==> src/rtl/cpu_ctrl_fsm.sv <==
// Multi-cycle CPU control FSM: fetch/decode/execute/memory/writeback sequencing with strobes.
// Optional macro CTRL_ILLEGAL_TRAP_EN sends illegal opcodes to a sticky TRAP state instead of a NOP.
module cpu_ctrl_fsm (
    input  logic       clk,
    input  logic       rst_n,
    input  logic [3:0] instr_op,
    input  logic       zero,
    input  logic       mem_ready,
    output logic [3:0] opcode_q,
    output logic [1:0] alu_op,
    output logic       alu_src,
    output logic       iord,
    output logic       mem_rd,
    output logic       mem_wr,
    output logic       ir_we,
    output logic       pc_we,
    output logic       pc_src_br,
    output logic       pc_src_j,
    output logic       reg_we,
    output logic       mem_to_reg,
    output logic       retire,
    output logic       halted,
    output logic [2:0] state
);

    typedef enum logic [2:0] {
        S_FETCH  = 3'd0,
        S_DECODE = 3'd1,
        S_EXEC   = 3'd2,
        S_MEM    = 3'd3,
        S_WB     = 3'd4,
        S_HALT   = 3'd5,
        S_TRAP   = 3'd6
    } state_t;

    state_t     r_state;
    logic [3:0] r_opcode;

    logic w_isLd, w_isSt, w_isRtype, w_isBeq, w_isBne, w_isJmp, w_isHlt, w_isIllegal;
    logic w_brTaken;

    assign w_isLd      = (r_opcode == 4'b0000);
    assign w_isSt      = (r_opcode == 4'b0001);
    assign w_isRtype   = (r_opcode >= 4'b0010) && (r_opcode <= 4'b1001);
    assign w_isBeq     = (r_opcode == 4'b1010);
    assign w_isBne     = (r_opcode == 4'b1011);
    assign w_isJmp     = (r_opcode == 4'b1100);
    assign w_isHlt     = (r_opcode == 4'b1111);
    assign w_isIllegal = (r_opcode == 4'b1101) || (r_opcode == 4'b1110);
    assign w_brTaken   = (w_isBeq && zero) || (w_isBne && !zero);

    always_ff @(posedge clk or negedge rst_n) begin
        if (!rst_n) begin
            r_state  <= S_FETCH;
            r_opcode <= 4'b0000;
        end else begin
            case (r_state)
                S_FETCH: begin
                    if (mem_ready) begin
                        r_opcode <= instr_op;
                        r_state  <= S_DECODE;
                    end
                end
                S_DECODE: begin
                    if (w_isHlt)
                        r_state <= S_HALT;
`ifdef CTRL_ILLEGAL_TRAP_EN
                    else if (w_isIllegal)
                        r_state <= S_TRAP;
`endif
                    else
                        r_state <= S_EXEC;
                end
                S_EXEC: begin
                    if (w_isRtype)
                        r_state <= S_WB;
                    else if (w_isLd || w_isSt)
                        r_state <= S_MEM;
                    else
                        r_state <= S_FETCH;
                end
                S_MEM: begin
                    if (mem_ready)
                        r_state <= w_isLd ? S_WB : S_FETCH;
                end
                S_WB:    r_state <= S_FETCH;
                S_HALT:  r_state <= S_HALT;
`ifdef CTRL_ILLEGAL_TRAP_EN
                S_TRAP:  r_state <= S_TRAP;
`endif
                default: r_state <= S_FETCH;
            endcase
        end
    end

    // Strobes decode straight from state so an async reset drops them without waiting for an edge.
    always_comb begin
        alu_op     = 2'b00;
        alu_src    = 1'b0;
        iord       = 1'b0;
        mem_rd     = 1'b0;
        mem_wr     = 1'b0;
        ir_we      = 1'b0;
        pc_we      = 1'b0;
        pc_src_br  = 1'b0;
        pc_src_j   = 1'b0;
        reg_we     = 1'b0;
        mem_to_reg = 1'b0;
        retire     = 1'b0;
        halted     = 1'b0;
        case (r_state)
            S_FETCH: begin
                mem_rd = 1'b1;
                alu_op = 2'b10;
                ir_we  = mem_ready;
                pc_we  = mem_ready;
            end
            S_EXEC: begin
                if (w_isLd || w_isSt) begin
                    alu_op  = 2'b10;
                    alu_src = 1'b1;
                end else if (w_isBeq || w_isBne) begin
                    alu_op    = 2'b01;
                    pc_we     = w_brTaken;
                    pc_src_br = w_brTaken;
                    retire    = 1'b1;
                end else if (w_isJmp) begin
                    pc_we    = 1'b1;
                    pc_src_j = 1'b1;
                    retire   = 1'b1;
                end else if (w_isIllegal) begin
                    retire = 1'b1;
                end
            end
            S_MEM: begin
                iord   = 1'b1;
                mem_rd = w_isLd;
                mem_wr = w_isSt;
                retire = w_isSt && mem_ready;
            end
            S_WB: begin
                reg_we     = 1'b1;
                mem_to_reg = w_isLd;
                retire     = 1'b1;
            end
            S_HALT, S_TRAP: halted = 1'b1;
            default: ;
        endcase
    end

    assign opcode_q = r_opcode;
    assign state    = r_state;

endmodule
==> config.mk <==
export PLATFORM = sky130hd
export DESIGN_NAME = cpu_ctrl_fsm
export DESIGN_NICKNAME = d
export VERILOG_FILES = /design/src/rtl/cpu_ctrl_fsm.sv
export SDC_FILE = /design/constraint.sdc
export NUM_CORES = 1
export LEC_CHECK = 0
export ABC_AREA = 1
export CORE_MARGIN = 2
export CORE_UTILIZATION = 38
export DETAILED_ROUTE_END_ITERATION = 10
export PLACE_DENSITY = 0.76
export SYNTH_ARGS = -nofsm -noshare
export SYNTH_HDL_FRONTEND = slang
export SYNTH_SLANG_ARGS = --single-unit
==> constraint.sdc <==
create_clock -name clk -period 1.8 [get_ports clk]
set_clock_uncertainty 0.15 [all_clocks]
set_input_delay 0.36 -clock clk [delete_from_list [all_inputs] [get_ports clk]]
set_output_delay 0.36 -clock clk [all_outputs]
set_load 0.03 [all_outputs]
==> impl_metrics.tcl, run 1 <==
set metrics [dict create \
    area_delta_synth_final_pct 90.9 \
    critPathKind "flip-flop to output port" \
    io_buffers 28 \
    max_freq_mhz 525 \
    power_leakage_nw 0.551 \
    post_dp_cell_area_sq_um 883 \
    vias 749 \
    ys_ff_latch 7 \
    stdcell_area_sq_mm 0.00106 \
    worst-path-buf-inv 1 \
    switchingPower_mw 1.05 \
    fillCellCount 102 \
    syn-num-nets 93 \
    fin_crit_sh_pct 106 \
    antenna_cells 0 \
    power_frac_comb_pct 74.5 \
    htree_levels 1 \
    worst_pin_slew_ns 0.295 \
    ff_latch_area_sq_um 183 \
    cp.arrival_ns 1.39 \
    clk_pin_slew_ns 0.05 \
    p_total_mw 1.92 \
    routed_wl_microns 2000 \
    critPathLaunchType "flip-flop" \
    drt_iter0_markers 14 \
    clk_latency_ns 0.24 \
    max_stage_delay_ns 0.44 \
    worstPathCellList "nand2_1, a21oi_1, o21ai_1, nand3_1, buf_4" \
    p_int_uw 867 \
    synth_area_sq_um 553 \
    grt_max_degree 9 \
    cts.path.max_buffers 2 \
    multiInputGateArea_sq_um 387 \
    die-area_sq_mm 0.00178 \
    path_max_fanout 6 \
    clkSinkCount 7 \
    dr.pass1.iters 4 \
    rows 13 \
    die_h_microns 42.2 \
    seqPwrFrac_pct 18.6 \
    grt-ovfl-total 0 \
    place.gp.congestion 0.767 \
    slew_headroom_pct 80.2 \
    die_w_microns 42.2 \
    fin_nets 143 \
    setup_tns_ns -0.687 \
    syn_inst 85 \
    min_period_ns 1.90 \
    cap_violations 0 \
    cts_tree "done" \
    cts_root_buf "clkbuf_4" \
    drive_gt1_share_pct 52.2 \
    grt_use_total_pct 22.0 \
    ys_warn_count 0 \
    grt_pass1_vias 663 \
    wl_per_cell_microns 13.4 \
    maxSlewViolCount 0 \
    initial_core_util_pct 41.5 \
    clkPwrFrac_pct 6.9 \
    drtAntennaViolNets 0 \
    yosysSeqAreaShare_pct 31.7 \
    critPathCaptureType "output port" \
    hp-class "input pin to asynchronous set/reset pin" \
    grt_pass1_wl_microns 2950 \
    swShare_pct 54.8 \
    required_ns 1.29 \
    hold_viol_final 0 \
    cts_buffers 3 \
    yosysUniqueCellTypes 18 \
    peakVddDrop_uv 1330 \
    setup_viol 9 \
    coreArea_sq_mm 0.00133 \
    rsz0062_at_grt "true" \
    status "finished, violations left" \
    io_pins 29 \
    crit_path_top_delay_cell "dfrtp_2" \
    violations "setup timing" \
    power_density_mw_per_mm2 1820 \
    fin_ws_ns -0.104 \
    hpwlAfterDp_microns 1290 \
    avgSynthCellArea_sq_um 6.51 \
    critPathTopFamily "flip-flops" \
    drc 0 \
    vias_per_cell 5.03 \
    antenna_found_initial 0 \
]
-- Yosys cell counts --
| cell | count | share of area (%) |
|---|---|---|
| o211ai_1 | 1 | 1.4 |
| a21oi_1 | 2 | 1.8 |
| nand2_2 | 6 | 6.8 |
| inv_1 | 10 | 6.8 |
| nor3_2 | 1 | 1.8 |
| nand3_2 | 2 | 3.6 |
| nor3_1 | 3 | 2.7 |
| o21ai_0 | 8 | 7.2 |
| o21a_1 | 1 | 1.4 |
| inv_2 | 4 | 2.7 |
| nor2_2 | 2 | 2.3 |
| nor2_1 | 10 | 6.8 |
| dfrtp_1 | 7 | 32 |
| o21ai_1 | 2 | 1.8 |
| nand2_1 | 16 | 11 |
| nor4_1 | 1 | 1.1 |
| nand3_1 | 8 | 7.2 |
| nor2_4 | 1 | 2.0 |
-- layout by cell type, fill, tap and decap left out, drive strengths merged --
cell type	n
a21oi	2
buf	31
clkbuf	4
clkdlybuf4s50	7
dfrtp	7
dlygate4sd2	7
inv	14
nand2	22
nand3	10
nor2	13
nor3	4
nor4	1
o211ai	1
o21a	1
o21ai	10
-- routing by layer --
layer,vias to the layer above,track usage [%],share of wire [%]
met1,340,28.2,40
li1,375,-,-
met5,-,0,0
met2,28,34.4,52
met3,6,2.59,5.3
met4,0,15.0,2.9
-- worst paths after layout --
path	from	to	slack, ns	cells past startpoint
min in group clk	opcode_q[2]$_DFFE_PN0P_	opcode_q[2]$_DFFE_PN0P_	0.51	2
setup / recovery	opcode_q[2]$_DFFE_PN0P_	retire	-0.10	5
hold reg to reg	opcode_q[2]$_DFFE_PN0P_	opcode_q[2]$_DFFE_PN0P_	0.51	2
hold / removal	rst_n	opcode_q[3]$_DFFE_PN0P_	0.22	1
max in group asynchronous	rst_n	opcode_q[0]$_DFFE_PN0P_	1.04	1
setup reg to reg	state[1]$_DFFE_PN0P_	opcode_q[2]$_DFFE_PN0P_	0.38	6
-- power groups by stage --
stage	sequential, mW	clock (mW)	combinational [mW]
floorplan	0.479	0	0.618
global placement	0.360	0	1.14
detailed placement	0.364	0	1.15
CTS	0.349	0.139	1.34
global route	0.371	0.147	1.52
finish	0.358	0.132	1.43
-- worst reg2reg max path, cell delays in order (launching register included) --
cell     delay [ns]
dfrtp_2        0.46
nor2_2         0.15
nand2_2        0.10
nor2_4         0.10
buf_4          0.12
buf_4          0.13
o21ai_0        0.08
-- what timing repair did --
action | in CTS | in global routing
pin swaps | 5 | 3
buffers inserted | 10 | 3
setup endpoints to repair | 18 | 13
gates resized for setup | 23 | 4
hold buffers | 0 | 0
-- cells by family after synthesis --
| group | count (synthesis) | synth area share [%] |
|---|---|---|
| buffers and inverters | 14 | 9.50 |
| AND/OR/NAND/NOR | 50 | 45.3 |
| AO/OA/AOI/OAI | 14 | 13.6 |
| flip-flops | 7 | 31.7 |
-- registers in the layout (all words and copies together), names as in the netlist --
name	count
opcode_q	4
state	3
-- through the flow --
stage / setup slack (ns) / hold slack (ns) / util [%] / std cells
after floorplan: -0.105 / -0.0856 / - / 85
after global placement: -0.102 / 0.473 / 66.2 / 132
after detailed placement: -0.159 / 0.480 / 66.2 / 132
after CTS: -0.0916 / 0.218 / 76.4 / 146
after global routing: -0.198 / 0.223 / 79.2 / 149
final: -0.104 / 0.218 / 79.2 / 149
-- area by class of cell --
| class | count | share of cell area (%) |
|---|---|---|
| flip-flops and latches | 7 | 17.3 |
| clock buffers | 4 | 2.49 |
| multi-input cells | 64 | 36.6 |
| inverters | 14 | 5.21 |
| repair buffers | 45 | 36.6 |
| well taps | 15 | 1.78 |
No activity file was read; power rests on OpenSTA's default activity.
==> run 2: changes to the inputs <==
--- a/config.mk
+++ b/config.mk
@@ -5,9 +5,10 @@
 export SDC_FILE = /design/constraint.sdc
 export NUM_CORES = 1
 export LEC_CHECK = 0
-export ABC_AREA = 1
+export CORE_ASPECT_RATIO = 1.2
 export CORE_MARGIN = 2
-export CORE_UTILIZATION = 38
+export CORE_UTILIZATION = 40
+export CTS_CLUSTER_SIZE = 20
 export DETAILED_ROUTE_END_ITERATION = 10
 export PLACE_DENSITY = 0.76
 export SYNTH_ARGS = -nofsm -noshare
==> run 2 against run 1 <==
Against the previous run: the flow still finishes with violations (setup timing); critical path type unchanged; non-clock buffer count up 18; count of clock-buffer cells in the layout shrank 1; sequential share of layout area is 3.5 points lower; final area increased by 27%.
==> impl_metrics.tcl, run 2 <==
set metrics [dict create \
    dr.pass1.iters 4 \
    switchingPower_mw 1.30 \
    antenna_found_initial 0 \
    clk_latency_ns 0.25 \
    ff_latch_area_sq_um 184 \
    dp_cells 125 \
    ys_warn_count 0 \
    async_flop_share_pct 100 \
    fillCellCount 53 \
    reg2reg_slack_ns 0.03 \
    post_dp_cell_area_sq_mm 0.00108 \
    routed_wl_microns 2820 \
    status "finished, violations left" \
    p_int_mw 1.40 \
    hp-class "input pin to asynchronous set/reset pin" \
    use_met1_pct 33.5 \
    swShare_pct 48.1 \
    crit_path_top_delay_cell "dfrtp_2" \
    grt_pass1_vias 715 \
    worst-path-buf-inv 2 \
    cap_violations 0 \
    worst_pin_slew_ns 0.314 \
    max_freq_mhz 477 \
    critPathKind "flip-flop to output port" \
    area_delta_synth_final_pct 115 \
    layoutNonFillerInstCount 142 \
    setup_viol 13 \
    power_density_mw_per_mm2 2010 \
    drc 0 \
    clk_pin_slew_ns 0.06 \
    yosys.area.top_type_share_pct 28.1 \
    synth_common_cells "dfrtp_1 (7), mux2_2 (4), nor2b_1 (4)" \
    cp.arrival_ns 1.59 \
    yosysUniqueCellTypes 41 \
    synth_area_sq_um 623 \
    rsz0062_at_grt "true" \
    syn-num-nets 73 \
    maxSlewViolCount 0 \
    seqPwrFrac_pct 15.4 \
    min_period_ns 2.10 \
    wl_per_cell_microns 19.9 \
    grt-ovfl-total 0 \
    peakVddDrop_uv 1430 \
    grt_max_degree 14 \
    drtAntennaViolNets 0 \
    critPathLaunchType "flip-flop" \
    hpwlAfterDp_microns 1480 \
    place.gp.congestion 0.824 \
    antenna_cells 0 \
    path_max_fanout 12 \
    grt_use_met2_pct 41.0 \
    cts_tree "done" \
    yosysSeqAreaShare_pct 28.1 \
    stdcell_area_sq_mm 0.00134 \
    die-area_sq_mm 0.00189 \
    io_pins 29 \
    power_leakage_nw 0.614 \
    die_h_microns 47.2 \
    synth_ff_type "dfrtp_1" \
    final_common_cell "buf_4" \
    violations "setup timing" \
    yosys.area.top_type "dfrtp_1" \
    largest_reg_flops 4 \
    clkSinkCount 7 \
    grt.met3_usage_pct 4.74 \
    cts_root_buf "clkbuf_4" \
    critPathCaptureType "output port" \
    critPathTopFamily "flip-flops" \
    hold_buffers 0 \
    power_frac_comb_pct 79.5 \
    htree_levels 1 \
    rows 15 \
    clkPwrFrac_pct 5.2 \
    layout_common_cells "buf_4 (32), buf_6 (16), dfrtp_2 (7)" \
    cts.path.max_buffers 2 \
    post-synth-top-count-cell "dfrtp_1" \
    cts_buffers 3 \
    worstPathCellList "buf_12, nor2_1, nor3_1, a311o_2, buf_6" \
    grt_pass1_wl_microns 3260 \
    drt_iter0_markers 18 \
    coreArea_sq_mm 0.00145 \
    fin_nets 134 \
    drive_gt1_share_pct 73.6 \
    slew_headroom_pct 78.9 \
    initial_core_util_pct 43.1 \
    max_stage_delay_ns 0.42 \
    required_ns 1.29 \
    synth_edf_count 0 \
    grt_busiest_layer "met2" \
    die_w_microns 40.0 \
    fin_ws_ns -0.298 \
    netlist_top_cells_area "dfrtp_1 (28%), mux2_2 (7.2%), nor2b_1 (4.0%), buf_6 (3.6%), a41o_1 (3.2%)" \
    ys_ff_latch 7 \
    fin_crit_sh_pct 117 \
    vias 786 \
    avgSynthCellArea_sq_um 9.59 \
    vias_per_cell 5.54 \
    syn_inst 65 \
    io_buffers 28 \
    multiInputGateArea_sq_um 527 \
    grt_use_total_pct 26.2 \
    hold_viol_final 0 \
]
-- run 2: changes by cell type after synthesis, moves of 6 or more --
| cell | previous run | this run |
|---|---|---|
| nand2_2 | 6 | 0 |
| nand3_1 | 8 | 2 |
| nor2_1 | 10 | 3 |
| nand2_1 | 16 | 1 |
| inv_1 | 10 | 1 |
| o21ai_0 | 8 | 1 |
-- run 2: kinds of logic after synthesis --
family	count (synthesis)	share of synthesized area (%)
xor+xnor	1	1.41
buf+inv	8	8.03
compound gates	15	18.1
simple gates	30	37.1
mux	4	7.23
flops	7	28.1
-- run 2: routing by layer --
metal	share of wire, %	up-vias	wire length, microns
met5	0	-	0
met4	6.1	0	173
met3	3.2	16	90
met2	52	33	1470
met1	39	372	1090
li1	-	365	-
-- run 2: power groups by stage --
stage / sequential [mW] / clock (mW) / combinational (mW)
2_1_floorplan: 0.480 / 0 / 0.925
6_report: 0.413 / 0.140 / 2.14
4_1_cts: 0.438 / 0.149 / 1.87
5_1_grt: 0.424 / 0.150 / 2.22
3_5_place_dp: 0.447 / 0 / 1.56
3_3_place_gp: 0.443 / 0 / 1.53
-- run 2: metrics by stage --
| step | hold slack, ns | power, mW | setup WS [ns] | setup TNS [ns] | utilization (%) |
|---|---|---|---|---|---|
| 6_report | 0.214 | 2.69 | -0.298 | -2.58 | 92.6 |
| 5_1_grt | 0.247 | 2.80 | -0.319 | -3.07 | 92.6 |
| 4_1_cts | 0.215 | 2.45 | -0.281 | -2.40 | 87.6 |
| 3_5_place_dp | 0.432 | 2.01 | -0.279 | -1.28 | 75.0 |
| 3_3_place_gp | 0.428 | 1.98 | -0.248 | -1.12 | 75.0 |
| 2_1_floorplan | -0.0856 | 1.41 | -0.355 | -1.37 | - |
-- run 2: repair_timing --
item / in CTS / in global routing
endpoints found under the setup margin: 18 / 14
gates resized for setup: 31 / 12
pin swaps: 7 / 4
hold endpoints to repair: 0 / 0
buffers inserted: 9 / 4
-- run 2: final timing paths --
| check | end | depth (start not counted) | from |
|---|---|---|---|
| max reg2reg | opcode_q[1]$_DFFE_PN0P_ | 5 | state[1]$_DFFE_PN0P_ |
| min | state[1]$_DFFE_PN0P_ | 1 | rst_n |
| min in group clk | opcode_q[0]$_DFFE_PN0P_ | 1 | opcode_q[0]$_DFFE_PN0P_ |
| max in group asynchronous | state[2]$_DFFE_PN0P_ | 1 | rst_n |
| min reg2reg | opcode_q[0]$_DFFE_PN0P_ | 1 | opcode_q[0]$_DFFE_PN0P_ |
| max | retire | 5 | opcode_q[1]$_DFFE_PN0P_ |
-- run 2: layout make-up --
type,instances,area share (%)
Clock buffer,3,1.68
Clock inverter,1,0.374
Inverter,1,0.281
Multi-Input combinational cell,50,39.4
Sequential cell,7,13.8
Tap cell,17,1.59
Timing Repair Buffer,63,42.9
